**config.mk**
```make
export PLATFORM = sky130hd
export DESIGN_NAME = c7bifu_fetch
export DESIGN_NICKNAME = d
export VERILOG_FILES = /design/src/rtl/c7bifu_fetch.sv
export SDC_FILE = /design/constraint.sdc
export NUM_CORES = 1
export LEC_CHECK = 0
export ABC_AREA = 0
export BUFFER_PORTS_ARGS = -buffer_cell sky130_fd_sc_hd__buf_2
export CORE_ASPECT_RATIO = 0.5
export CORE_UTILIZATION = 25
export CTS_BUF_LIST = sky130_fd_sc_hd__clkbuf_8
export CTS_CLUSTER_DIAMETER = 60
export CTS_CLUSTER_SIZE = 8
export DETAILED_ROUTE_END_ITERATION = 16
export HOLD_SLACK_MARGIN = 0.02
export PLACE_DENSITY = 0.38
export SLEW_MARGIN = 10
export SYNTH_ARGS = -nofsm -noshare
export SYNTH_HDL_FRONTEND = slang
export SYNTH_SLANG_ARGS = --single-unit
```
**constraint.sdc**
```tcl
create_clock -name clk -period 4.7 [get_ports clk]
set_input_delay 0.235 -clock clk [delete_from_list [all_inputs] [get_ports clk]]
set_output_delay 0.235 -clock clk [all_outputs]
set_load 0.005 [all_outputs]
```
**src/rtl/c7bifu_fetch.sv**
```systemverilog
// c7bifu_fetch: sequential fetch PC generation, in-order i-cache response tracking
// and a 2-entry instruction queue feeding decode. A flush redirects the PC and
// discards the responses still in flight for requests issued before it.
module c7bifu_fetch #(
  parameter logic [31:0] RESET_PC = 32'h1c00_0000
) (
  input  logic        clk,
  input  logic        reset,
  input  logic        stall,
  input  logic        flush,
  input  logic [31:0] flush_pc,
  output logic        icu_req,
  output logic [31:0] icu_addr,
  input  logic        icu_ack,
  input  logic        icu_rvld,
  input  logic [31:0] icu_rdata,
  output logic        inst_vld_f,
  output logic [31:0] inst_addr_f,
  output logic [31:0] inst_f
);

  logic [31:0] pc_q;
  logic [31:0] raddr_q [2];
  logic        rf_wp;
  logic        rf_rp;
  logic [1:0]  out_cnt;
  logic [1:0]  kill_cnt;
  logic [31:0] q_pc   [2];
  logic [31:0] q_inst [2];
  logic        q_wp;
  logic        q_rp;
  logic [1:0]  q_cnt;

  logic        pop;
  logic        accept;
  logic        push;
  logic [2:0]  credit;

  // Credit check counts the slot freed by this cycle's pop so k=1 streams at full rate.
  always_comb begin
    pop     = (q_cnt != 2'd0) & ~stall & ~flush;
    credit  = {1'b0, q_cnt} + {1'b0, out_cnt} - {2'b00, pop};
    icu_req = ~reset & ~flush & (credit < 3'd2);
    accept  = icu_req & icu_ack;
    push    = icu_rvld & ~flush & (kill_cnt == 2'd0);
  end

  assign icu_addr    = pc_q;
  assign inst_vld_f  = (q_cnt != 2'd0);
  assign inst_addr_f = q_pc[q_rp];
  assign inst_f      = q_inst[q_rp];

  // Fetch PC, outstanding-request address FIFO, and outstanding/kill counters.
  always_ff @(posedge clk) begin
    if (reset) begin
      pc_q       <= RESET_PC;
      raddr_q[0] <= '0;
      raddr_q[1] <= '0;
      rf_wp      <= 1'b0;
      rf_rp      <= 1'b0;
      out_cnt    <= 2'd0;
      kill_cnt   <= 2'd0;
    end else begin
      if (flush) begin
        pc_q <= flush_pc;
      end else if (accept) begin
        pc_q <= pc_q + 32'd4;
      end
      if (accept) begin
        raddr_q[rf_wp] <= pc_q;
        rf_wp          <= ~rf_wp;
      end
      if (icu_rvld) begin
        rf_rp <= ~rf_rp;
      end
      case ({accept, icu_rvld})
        2'b10:   out_cnt <= out_cnt + 2'd1;
        2'b01:   out_cnt <= out_cnt - 2'd1;
        default: out_cnt <= out_cnt;
      endcase
      // Everything still outstanding at a flush is stale; a response landing
      // in the flush cycle is dropped directly and so is not counted.
      if (flush) begin
        kill_cnt <= out_cnt - {1'b0, icu_rvld};
      end else if (icu_rvld && (kill_cnt != 2'd0)) begin
        kill_cnt <= kill_cnt - 2'd1;
      end
    end
  end

  // Instruction queue: written by live responses, drained by decode, cleared on flush.
  always_ff @(posedge clk) begin
    if (reset) begin
      q_pc[0]   <= '0;
      q_pc[1]   <= '0;
      q_inst[0] <= '0;
      q_inst[1] <= '0;
      q_wp      <= 1'b0;
      q_rp      <= 1'b0;
      q_cnt     <= 2'd0;
    end else if (flush) begin
      q_wp  <= 1'b0;
      q_rp  <= 1'b0;
      q_cnt <= 2'd0;
    end else begin
      if (push) begin
        q_pc[q_wp]   <= raddr_q[rf_rp];
        q_inst[q_wp] <= icu_rdata;
        q_wp         <= ~q_wp;
      end
      if (pop) begin
        q_rp <= ~q_rp;
      end
      case ({push, pop})
        2'b10:   q_cnt <= q_cnt + 2'd1;
        2'b01:   q_cnt <= q_cnt - 2'd1;
        default: q_cnt <= q_cnt;
      endcase
    end
  end

  // A response with nothing outstanding means the cache and fetch disagree.
  always_ff @(posedge clk) begin
    if (!reset) begin
      assert (!(icu_rvld && (out_cnt == 2'd0)));
    end
  end

endmodule

```
==> run summary, run 1 <==
The category of the most critical setup path was reg2reg. The fraction of the mapped netlist area in compound gates came out at 4.636%. During I/O placement, the number of pins put on the boundary was 168. The clock drives 236 sinks.

In this run the standard cell core region covers 40920 µm². Traced cell by cell, the critical path runs through inv_1, a211oi_1, ha_1, nand2b_1, fa_1, xor2_1, and4_1, buf_4, nor2_1, o21ai_0, a31oi_1. The number of buffers added on ports is 167. The number of global-route vias before repair came out at 7539.

The largest family of logic cells by synthesized area was simple AND/OR/NAND/NOR gates. The routed layout has 7247 vias. For this run, the detailed router's first-pass iteration total came to 5. In the final design database the tool counted 1120 nets. For the largest voltage drop on the vdd net, the log shows 137.6 µV.

The worst setup path is launched from a flop. Counting instances in the post-synthesis netlist gives the leading cell types as sky130_fd_sc_hd__edfxtp_1 (192), sky130_fd_sc_hd__nor2_1 (96), sky130_fd_sc_hd__and2_1 (72), sky130_fd_sc_hd__and3_1 (69), sky130_fd_sc_hd__mux2_2 (64). The die covers 42970 µm². The initial standard-cell utilization of the core was 25.72%.

The worst hold path begins at flush_pc[19]. After detailed routing, the total wire length is 30290 µm. Dividing total power by cell area gives a power density of 348.1 nW/µm². The detailed router finished its first iteration with 361 violations. The worst setup path is captured at a flop. The chip width works out to 292.2 µm.

Setup repair after global routing left no endpoint under its margin. In this run the biggest area consumer among cell types represents 54.78% of the synthesized area. Synthesis inferred 236 register bits. After clock tree synthesis, the clock-pin slew on the worst setup and hold paths is 70 ps. Largest clock skew in the final design: 17.63 ps. Type of the worst min-delay path: in2reg. The average instance in the mapped netlist occupies 12.73 µm². In the routed layout, each cell is associated on average with a via count of 4.507.

The height of the die is 147.1 µm. The flow ran to the end, and the final reports show no timing, DRC or antenna violations. TritonCTS built the clock tree.

The critical-path cell with the highest stage delay is sky130_fd_sc_hd__nor2_1. At the later pin of the worst-skew pair, clock insertion delay measures 540 ps. 0 antenna diodes ended up in the layout. Adding up every negative setup slack in the final design gives 0 ps.

The tool flagged a number of max-cap violations equal to 0. Setup violations remaining at the end of the flow were counted as 0. The area growth from synthesis to layout is 25.08%.

Routability-driven placement finished with a final weighted congestion of 0.7143. The number of max-slew violations in the final report is 0, and the number of enable-type register cells in the synthesized netlist is 192. The final clock period utilization by the worst path is 74.96%. The run gives 283.9 MHz as the highest attainable clock frequency. Sorting the synthesized cells by area gives the leading types as sky130_fd_sc_hd__edfxtp_1 (55%), sky130_fd_sc_hd__dfxtp_1 (8.4%), sky130_fd_sc_hd__mux2_2 (6.8%). For the worst setup path, the data arrival time is 3990 ps. The worst register-to-register path begins at q_cnt[0]. Of all nets on the critical path, the largest fanout is 48. The largest single stage delay on the critical path is 620 ps. The number of nets in the synthesized netlist is 905.

The run gives 0 as the detailed-route DRC error count. Part of the Yosys area used for sequential elements: 63.15%. In the synthesized netlist, the number of instances is 827. The number of levels the H-tree was split into came out at 2. After floorplanning, the core was divided into 52 placement rows. Clock tree synthesis selected as its root buffer the cell sky130_fd_sc_hd__clkbuf_8. The run gives 0 as the number of nets still failing antenna checks after routing. In this run the static leakage power is 5.394 nW.

Fraction of final layout cells sized beyond drive strength 1: 28.56%. Of all flip-flops after synthesis, the portion carrying an async set or reset was 0%. In the post-synthesis netlist, the cell with the most instances is sky130_fd_sc_hd__edfxtp_1. Placed cell area: 12010 µm². The finished cells cover 13170 µm². Global routing used 14.15% of the available tracks across all layers. Leading area contributor after synthesis: sky130_fd_sc_hd__edfxtp_1. Dividing the detail-routed wire length by the instance count gives 18.83 µm.

Entering global routing, the biggest net connects 54 pins. Minimum clock period after layout: 3523 ps. Measured slew at the worst slew-check pin: 962.7 ps. The hold violation count in the final report was 0; the number of buffers created by CTS was 35. The run gives 0 as the initial antenna violation count. The leading register cell type out of synthesis is sky130_fd_sc_hd__edfxtp_1.

The run gives 0 as the post-CTS setup buffer count. The post-synthesis share of cell area spent on xor and xnor gates came out at 2.164%. The number of different library cells used by synthesis comes to 51. The placed wire-length estimate after detailed placement was 18620 µm; the share of synthesized cell area in and, or, nand and nor gates was 16.27%.

Yosys printed 0 warnings. After Yosys synthesis, full adders, half adders and majority gates account for 1.022% of the synthesized area. The synthesized netlist occupies a cell area of 10530 µm².

In this run the worst setup path begins at q_cnt[0]. The logs give 5170 ps for the required time at the worst-slack endpoint and 35.82% for the headroom to the max-slew limit. The portion of netlist area occupied by mux cells was 10.08%; the global-route wire length before repair was 45980 µm. The buffer levels on the longest clock path was 3; the total overflow reported by the global router was 0.
-- placed cells by master (no fill, tap or decap), types with 13 or more instances in the layout --
master	synthesis	routed
sky130_fd_sc_hd__a21oi_1	17	17
sky130_fd_sc_hd__and2_1	72	72
sky130_fd_sc_hd__and3_1	69	69
sky130_fd_sc_hd__buf_2	5	167
sky130_fd_sc_hd__buf_4	1	16
sky130_fd_sc_hd__clkbuf_8	0	37
sky130_fd_sc_hd__dfxtp_1	44	42
sky130_fd_sc_hd__dlygate4sd3_1	0	52
sky130_fd_sc_hd__edfxtp_1	192	192
sky130_fd_sc_hd__inv_1	11	36
sky130_fd_sc_hd__mux2_2	64	64
sky130_fd_sc_hd__mux2i_1	34	34
sky130_fd_sc_hd__nand2_1	14	14
sky130_fd_sc_hd__nand3_1	13	13
sky130_fd_sc_hd__nand4_1	13	13
sky130_fd_sc_hd__nor2_1	96	95
sky130_fd_sc_hd__o21ai_0	14	14
sky130_fd_sc_hd__xor2_1	14	14
-- layer usage --
layer	vias up	share of wire, %	GRT usage, %
met5	-	0	0
met4	0	1.3	3.289
met3	28	4.2	3.162
met2	118	50	24.64
met1	3644	45	17.84
li1	3457	-	-
-- cells by family after synthesis --
logic type | count (synthesis)
buffers and inverters | 72
muxes | 98
adders and majority gates | 8
AOI/OAI and AO/OA | 77
DFF | 236
and+or+nand+nor | 310
xor gates and xnor gates | 26
-- power by group --
group	leakage (nW)	internal [mW]	total (mW)	switching, mW
clock network	0.413	0.781	1.61	0.833
logic	2.62	0.222	0.511	0.289
registers	2.36	2.39	2.46	0.0717
-- metrics by stage --
| step | total power [mW] | setup slack, ps | instances | hold slack, ps | util, % |
|---|---|---|---|---|---|
| global route | 4.821 | 819.9 | 1608 | 57.71 | 32.17 |
| CTS | 4.677 | 1082 | 1608 | 38.54 | 32.17 |
| floorplan | 2.761 | 534.4 | 827 | 362.3 | - |
| detailed placement | 2.998 | 1113 | 1493 | 496.8 | 29.35 |
| global placement | 2.991 | 1216 | 1493 | 488.7 | 29.35 |
| finish | 4.582 | 1177 | 1608 | 76.13 | 32.17 |
-- timing repair --
action | CTS | global route
hold buffers | 52 | 0
gates resized for setup | 0 | 0
setup endpoints to repair | 0 | 0
hold endpoints to repair | 84 | 0
-- worst max-delay path: cells and delay by family (launching register included) --
kind | cells | cell delay, ps
simple gates | 3 | 1000
compound gates | 3 | 820
fa+ha+maj | 2 | 690
buf+inv | 2 | 390
flops | 1 | 380
xor+xnor | 1 | 160
-- final cells by class --
cell class	count	area, µm²
clock buffers	37	509.2
fillers	4158	27760
clock inverters	26	123.9
flip-flops and latches	236	6651
repair buffers	238	1536
well taps	540	675.6
multi-input cells	519	3623
inverters	12	45.04
-- state kept, by name, summed over array words and instances (netlist names), named ones only --
name and flops:
icu_addr 32, kill_cnt 2, out_cnt 2, q_cnt 2, q_inst 64, q_pc 64
q_rp 1, q_wp 1, raddr_q 64, rf_rp 1, rf_wp 1
-- final timing paths --
kind,cells past startpoint,slack (ps),end
max,11,1180,icu_addr[10]
min,4,80,icu_addr[19]
max reg2reg,11,1180,icu_addr[10]
min reg2reg,2,520,out_cnt[1]
No activity file was read; power rests on OpenSTA's default activity.
==> run 2, diff against run 1 <==
Settings changed: ABC_AREA 0 to 1, PLACE_DENSITY 0.38 to 0.39.
Clock period 4.7 ns to 3.15 ns, I/O delays scaled along.
==> run summary, run 2 <==
For the largest voltage drop on the vdd net, the log shows 166.9 µV (+21%). The logs give 1880 (+17%) for the number of standard cells in the layout, taps in and fillers out and 161.9 ps (-951.1 ps) for the placement-stage worst setup slack. The logs give 0 (unchanged) for the count of endpoints failing setup in the final report and 65 (+20%) for the pin count of the biggest net entering global routing. The run gives 550 ps (about the same) as the latest clock arrival within the worst-skew pair. Final clock period utilization by the worst path: 91.34% (+16 points). The tools report the placement row count as 53 (+1.9%). For the headroom to the max-slew limit, the log shows 32.61% (-3.2 points). The worst register-to-register path ends at out_cnt[1]. For the design internal power, the log shows 4.913 mW (+45%). The logs give 270 ps (-900 ps) for the internal reg-to-reg setup slack and 35 (unchanged) for the number of buffers created by CTS.

The run finished with clean final reports. The boundary pin count was 168 (unchanged). The launch point of the worst reg-to-reg path is q_cnt[0]. Total power density per cell area: 486.2 nW/µm² (+40%).

The number of global-route vias before repair was 8149 (+8.1%); the highest cell delay on the worst timing path was 490 ps (-130 ps). The met1 capacity usage during global routing is 17.22% (-0.62 points). The via density per instance was 4.246 (-5.8%); the starting DRC count in detailed routing was 361 (unchanged). The clock net sink count is 236 (unchanged), and the number of synthesized register bits is 236 (unchanged). The start point of the worst min-delay path was flush_pc[13]. The buffers plus inverters on the worst setup path works out to 1 (-1). Cell count after placement: 1764 (+18%).

The area share of the largest cell type after synthesis works out to 53.36% (-1.4 points). Depth of the worst register-to-register path: 13 (+2). Type of element launching the critical path: a flop. The largest clock skew in the final design is 31.26 ps (+13.64 ps), and the number of buffers added on ports is 167 (unchanged). Layout overhead on the synthesized area: 25.78%.

Most frequent cell after synthesis: sky130_fd_sc_hd__nor2_1. TritonCTS built the clock tree. For the proportion of power drawn by the clock network, the log shows 33.9% (-1.3 points). For the initial standard-cell utilization of the core, the log shows 25.54% (-0.18 points). Master cell of the clock root buffer: sky130_fd_sc_hd__clkbuf_8. Most heavily used metal layer in global routing: met2. The run gives 24.15% (-0.50 points) as the met2 demand-to-capacity share in global routing.

The largest individual stage delay along the critical path comes from the cell sky130_fd_sc_hd__fa_1. The overall fraction of global-route tracks in use is 13.74% (-0.41 points), and the proportion of synthesized flip-flops having asynchronous set or reset is 0% (unchanged). The critical path goes through nor2_1, nor3_2, ha_1, or2_2, fa_1, inv_1, nor2_4, nand3_4, ha_1, a21oi_1, o21ai_0, o21ai_0, a21oi_1. The chip width was 296.0 µm (+1.3%). Net switching power figure: 1.695 mW (+42%). The largest registers in the layout are q_inst (64), q_pc (64), raddr_q (64). The minimum clock period after layout was 2877 ps (-645.6 ps). The library cells used most frequently in the layout, excluding fill and tap cells, are sky130_fd_sc_hd__nor2_1 (252), sky130_fd_sc_hd__edfxtp_1 (192), sky130_fd_sc_hd__buf_2 (167). The routed via count is 7982 (+10%). The arrival time at the worst endpoint came out at 3300 ps (-690 ps). The average wire per standard cell is 16.16 µm (-14%), and the hold violation count in the final report is 0 (unchanged). The worst setup path is of the reg2reg kind. The initial antenna violation count was 0 (unchanged).

The number of enable-type register cells in the synthesized netlist works out to 192 (unchanged). For the net count after synthesis, the log shows 1124 (+24%). The leading area contributor after synthesis was sky130_fd_sc_hd__edfxtp_1. For this run, the leading register cell type out of synthesis is sky130_fd_sc_hd__edfxtp_1. The final routed wirelength across all metal layers is 30390 µm (+0.34%), and the measured slew at the worst slew-check pin is 1011 ps (+48.12 ps). For the layout net count, the log shows 1368 (+22%). Least setup slack across all paths after layout: 272.7 ps (-904.4 ps). The fraction of final layout cells sized beyond drive strength 1 is 24.10% (-4.5 points). Setup repair after global routing left no endpoint under its margin. The die footprint is 44100 µm² (+2.6%). The run gives 11.0% (-0.2 points) as the relative contribution of combinational cells to total power. The height of the die is 149.0 µm (+1.3%), and the final hold slack is 53.89 ps (-22.24 ps). The area of the core was 42310 µm² (+3.4%); the total overflow reported by the global router was 0 (unchanged). The met3 track demand over resource in global routing was 2.473% (-0.69 points). The run gives 0 (unchanged) as the Yosys warning count. Type of destination of the critical path: a flop. The logs give 46050 µm (+0.15%) for the global-route wire length before repair and 0 (unchanged) for the number of maximum-capacitance violations.

After synthesis, the most frequently instantiated cells are sky130_fd_sc_hd__nor2_1 (252), sky130_fd_sc_hd__edfxtp_1 (192), sky130_fd_sc_hd__nand2_1 (168), sky130_fd_sc_hd__inv_1 (106), sky130_fd_sc_hd__mux2_2 (64). The highest fanout seen on the critical path came out at 7 (-85%). The type of the worst min-delay path was in2reg.

Mean post-synth cell area: 10.33 µm² (-19%). The run gives 5.541 nW (+2.7%) as the leakage power summed over all cells. The buffer levels on the longest clock path is 3 (unchanged). The highest attainable clock frequency came out at 347.5 MHz (+22%). The number of max-slew violations in the final report was 0 (unchanged). The tools report the antenna diode count as 0 (unchanged). The detailed-route DRC error count was 0 (unchanged).

The logs give 5 (unchanged) for the number of iterations in the first detailed-routing pass and 3570 ps (-1600 ps) for the required time at the worst-slack endpoint. The number of distinct standard cells referenced by the synthesized netlist came out at 39 (-24%). The post-route setup TNS is 0 ps (unchanged). Ranked by total cell area, the synthesized netlist is headed by sky130_fd_sc_hd__edfxtp_1 (53%), sky130_fd_sc_hd__nor2_1 (8.8%), sky130_fd_sc_hd__dfxtp_1 (8.2%).

The worst min-delay path endpoint is icu_addr[13]. The net switching fraction of the power is 25.65% (-0.40 points), and the hold-critical path depth is 5 (+1). The netlist area before placement is 10800 µm² (+2.7%). The placed wire-length estimate after detailed placement came out at 20030 µm (+7.5%).

Final RePlAce weighted congestion: 0.8311 (+16%). The part of the Yosys area used for sequential elements is 61.52% (-1.6 points). The utilization of the core after routing was 32.12% (-0.050 points). For the number of levels the H-tree was split into, the log shows 2 (unchanged). The tools report the number of nets still failing antenna checks after routing as 0 (unchanged).

The most common library cell in the layout ignoring fill and taps was sky130_fd_sc_hd__nor2_1. The CTS clock-pin slew for the worst setup and hold paths was 70 ps (about the same); the synthesized instance count was 1046 (+26%). The largest delay contributor family on the critical path is adder cells. The tools report the power share of the sequential group as 55.0% (+1.4 points).
-- run 2: final cells by class --
cell class	instances	area (µm²)
Sequential cell	236	6649
Fill cell	4493	28720
Clock buffer	37	509.2
Inverter	109	416.7
Timing Repair Buffer	253	1722
Multi-Input combinational cell	655	3521
Clock inverter	13	50.05
Tap cell	577	721.9
-- run 2: per-stage QoR --
stage / area (µm²) / total power [mW]
2_1_floorplan: 10810 / 4.063
3_3_place_gp: 12360 / 4.374
3_5_place_dp: 12360 / 4.384
4_1_cts: 13580 / 6.747
5_1_grt: 13590 / 6.954
6_report: 13590 / 6.608
-- run 2: repair_timing --
| item | in CTS | in global routing |
|---|---|---|
| hold buffers | 66 | 0 |
| hold endpoints to repair | 100 | 0 |
| resized for setup | 0 | 2 |
| buffers inserted | 0 | 0 |
| endpoints found under the setup margin | 0 | 2 |
-- run 2: kinds of logic after synthesis --
group,share of synthesized area (%)
flip-flops,61.52
AND/OR/NAND/NOR,17.28
buffers and inverters,6.242
XOR/XNOR,0.6485
adder cells (fa/ha/maj),0.9959
AO/OA/AOI/OAI,3.683
multiplexers,9.635
-- run 2: how the worst max path moves through the flow --
stage / from / end / slack (ps) / cells past startpoint
detailed placement: q_cnt[0] / out_cnt[1] / 160 / 12
global route: q_cnt[0] / out_cnt[1] / 30 / 13
global placement: q_cnt[0] / out_cnt[1] / 300 / 12
finish: q_cnt[0] / out_cnt[1] / 270 / 13
floorplan: flush / raddr_q[1][0] / 50 / 10
CTS: q_cnt[0] / out_cnt[1] / 160 / 12
-- run 2: power groups by stage --
stage	Sequential (mW)	Combinational [mW]	Clock, mW
after floorplan	3.67	0.398	0
after global placement	3.70	0.673	0
after detailed placement	3.71	0.678	0
after CTS	3.64	0.745	2.36
after global routing	3.65	0.810	2.49
final	3.64	0.727	2.24
-- run 2: tightest hold or removal path, stage by stage --
cell                      delay (ps)
sky130_fd_sc_hd__buf_2            80
sky130_fd_sc_hd__nand2_1          80
sky130_fd_sc_hd__o21ai_0          90
sky130_fd_sc_hd__inv_1            40
sky130_fd_sc_hd__a21oi_1         100
-- run 2: layer usage --
metal	share of wire, %	routed length (µm)
met5	0	0
met4	1.9	589
met3	3.3	1005
met2	50	15250
met1	45	13550
==> run 3, diff against run 2 <==
Settings changed: PLACE_DENSITY 0.39 to 0.47.
Clock period 3.15 ns to 2.5 ns, I/O delays scaled along.
==> run summary, run 3 (synthesis gave the netlist of run 2 again) <==
The run gives 0.8535 (+2.7%) as the final RePlAce weighted congestion. The run gives 4282 µm² (+22%) as the multi-input logic area. Net switching power figure: 2.278 mW (+34%). The largest registers in the layout are q_inst (64), q_pc (64), raddr_q (64). The initial standard-cell utilization of the core was 25.54% (unchanged); the via density per instance was 4.269 (+0.54%).

Derived from the worst setup path, the maximum achievable clock frequency is 371.1 MHz. Initial antenna violation count: 0 (unchanged). The worst hold path belongs to the class in2reg.

The master cell of the clock root buffer was sky130_fd_sc_hd__clkbuf_8. The critical-path cell with the highest stage delay was sky130_fd_sc_hd__fa_1. The fraction of final layout cells sized beyond drive strength 1 was 34.41% (+10 points). The total power density per cell area came out at 568.3 nW/µm² (+17%).

The logs give 0 (unchanged) for the total overflow reported by the global router and 5.968 nW (+7.7%) for the leakage power summed over all cells. The number of global-route vias before repair is 8531 (+4.7%). The critical path starts at q_cnt[0]. The tools report the area of the core as 42310 µm² (unchanged). The clock net sink count was 236 (unchanged); the arrival time at the worst endpoint was 2570 ps (-730 ps). The tools report the largest clock skew in the final design as 18.78 ps (-12.48 ps).

The power share of the sequential group was 53.6% (-1.4 points). The worst register-to-register path begins at q_cnt[0]. The post-route setup TNS came out at -20030 ps (-20030 ps).

The proportion of power drawn by the clock network is 32.8% (-1.1 points). Dividing the final minimum period by the clock period gives 107.8%. The tools report the die footprint as 44100 µm² (unchanged).

The latest clock arrival within the worst-skew pair is 550 ps (about the same), and the number of maximum-capacitance violations is 0 (unchanged). The run gives 1792 (+1.6%) as the cell count after placement. The startpoint identified for the worst hold timing path is stall.

The logs give 0 (unchanged) for the hold violation count in the final report and 12710 µm² (+2.9%) for the placed cell area. For the boundary pin count, the log shows 168 (unchanged). Most common library cell in the layout ignoring fill and taps: sky130_fd_sc_hd__edfxtp_1. Headroom to the max-slew limit: 57.34% (+25 points). Type of element launching the critical path: a flop. The count of endpoints failing setup in the final report was 157 (+157); the sum of internal, switching and leakage power was 8.541 mW (+29%).

The logs give 0 (unchanged) for the number of nets still failing antenna checks after routing and 0 (unchanged) for the detailed-route DRC error count. The register cell area after layout was 6651 µm² (about the same); the pin count of the biggest net entering global routing was 65 (unchanged). The run finished, with violations left. The minimum clock period after layout is 2695 ps, and the starting DRC count in detailed routing is 353 (-2.2%). The largest voltage drop on the vdd net was 235.8 µV (+41%). Setup repair after global routing could not meet its margin everywhere.

The layout net count is 1424 (+4.1%), and the design internal power is 6.263 mW (+27%). The least setup slack across all paths after layout is -194.9 ps (-467.5 ps). The global-route wire length before repair was 47140 µm (+2.4%). The number of buffers created by CTS was 35 (unchanged); the required time at the worst-slack endpoint was 2380 ps (-1190 ps).

For the number of fill cells, the log shows 4277 (-4.8%). The worst setup path is captured at an output pin. The number of standard cells in the layout, taps in and fillers out is 1934 (+2.9%), and the post-route standard cell area excluding fillers is 15030 µm² (+11%). The measured slew at the worst slew-check pin is 640.0 ps (-370.9 ps).

The placement-stage worst setup slack was -206.0 ps (-367.9 ps). The worst setup path is of the reg2out kind. The final routed wirelength across all metal layers came out at 31420 µm (+3.4%). For the number of iterations in the first detailed-routing pass, the log shows 5 (unchanged). The chip width was 296.0 µm (unchanged); the layout overhead on the synthesized area was 39.11%. The net switching fraction of the power was 26.67% (+1.0 points). The final reports fail on negative setup slack. The number of buffers added on ports is 167 (unchanged), and the highest cell delay on the worst timing path is 410 ps (-80 ps). The number of levels the H-tree was split into was 2 (unchanged); the average wire per standard cell was 16.24 µm (+0.49%). For the overall fraction of global-route tracks in use, the log shows 13.97% (+0.24 points).

The routed via count was 8256 (+3.4%); the placement row count was 53 (unchanged). Walking the worst path, the cells encountered are nor2_4, nor3_4, ha_1, or2_4, fa_1, xor2_2, buf_4, nand2_2, inv_1, buf_2. For the number of max-slew violations in the final report, the log shows 0 (unchanged). TritonCTS built the clock tree. The CTS clock-pin slew for the worst setup and hold paths is 60 ps (about the same), and the placed wire-length estimate after detailed placement is 20930 µm (+4.5%). The height of the die is 149.0 µm (unchanged). The library cells used most frequently in the layout, excluding fill and tap cells, are sky130_fd_sc_hd__edfxtp_1 (192), sky130_fd_sc_hd__nor2_1 (190), sky130_fd_sc_hd__buf_2 (167). The buffer levels on the longest clock path was 3 (unchanged); the relative contribution of combinational cells to total power was 13.6% (+2.6 points). The highest fanout seen on the critical path was 2 (-5).

The antenna diode count was 0 (unchanged).
run 3: changes by cell type in the layout (fill, tap and decap cells not counted), sizes merged:
cell,previous run,this run
inv,120,119
clkinvlp,0,1
clkbuf,37,35
buf,187,236
nand2,170,177
run 3: path summary, 6_finish.rpt:
kind                          to  slack [ps]  cells past startpoint
setup / recovery         icu_req        -190                     10
hold / removal              q_rp          70                      5
setup reg to reg  raddr_q[0][15]        -190                     13
hold reg to reg             q_rp         500                      2
run 3: area by class of cell:
cell class              count  area share (%)
clock buffers              35           3.205
inverters                 109           2.822
well taps                 577           4.804
multi-input cells         662           28.49
clock inverters            13          0.4579
repair buffers            302           15.97
flip-flops and latches    236           44.26
run 3: layer usage:
metal	share of wire, %	track usage, %	vias up	routed length, µm
li1	-	-	4064	-
met1	41	16.38	3995	13040
met2	53	25.60	139	16530
met3	3.0	2.399	58	943
met4	2.9	5.103	0	910
met5	0	0	-	0
run 3: what timing repair did:
item,in CTS,in global routing
setup endpoints to repair,156,162
hold buffers,66,0
gates cloned,4,7
hold endpoints to repair,99,0
pin swaps,15,11
buffers inserted,10,9
gates resized for setup,108,97
run 3: critical path, delay by kind of cell (launching register included):
family	cells	cell delay [ps]
adders and majority gates	2	700
buffers and inverters	3	300
and+or+nand+nor	4	460
xor gates and xnor gates	1	240
DFF	1	330
run 3: metrics by stage:
step	utilization (%)	hold slack, ps
finish	35.52	69.49
global route	35.52	77.81
CTS	34.22	32.45
detailed placement	30.05	411.7
global placement	30.05	410.8
floorplan	-	262.8
run 3: power groups by stage:
stage	clock (mW)	sequential, mW	combinational (mW)
after global routing	3.05	4.60	1.27
after CTS	2.89	4.58	1.10
after floorplan	0	4.62	0.519
final	2.80	4.58	1.16
after global placement	0	4.65	0.906
after detailed placement	0	4.66	0.917
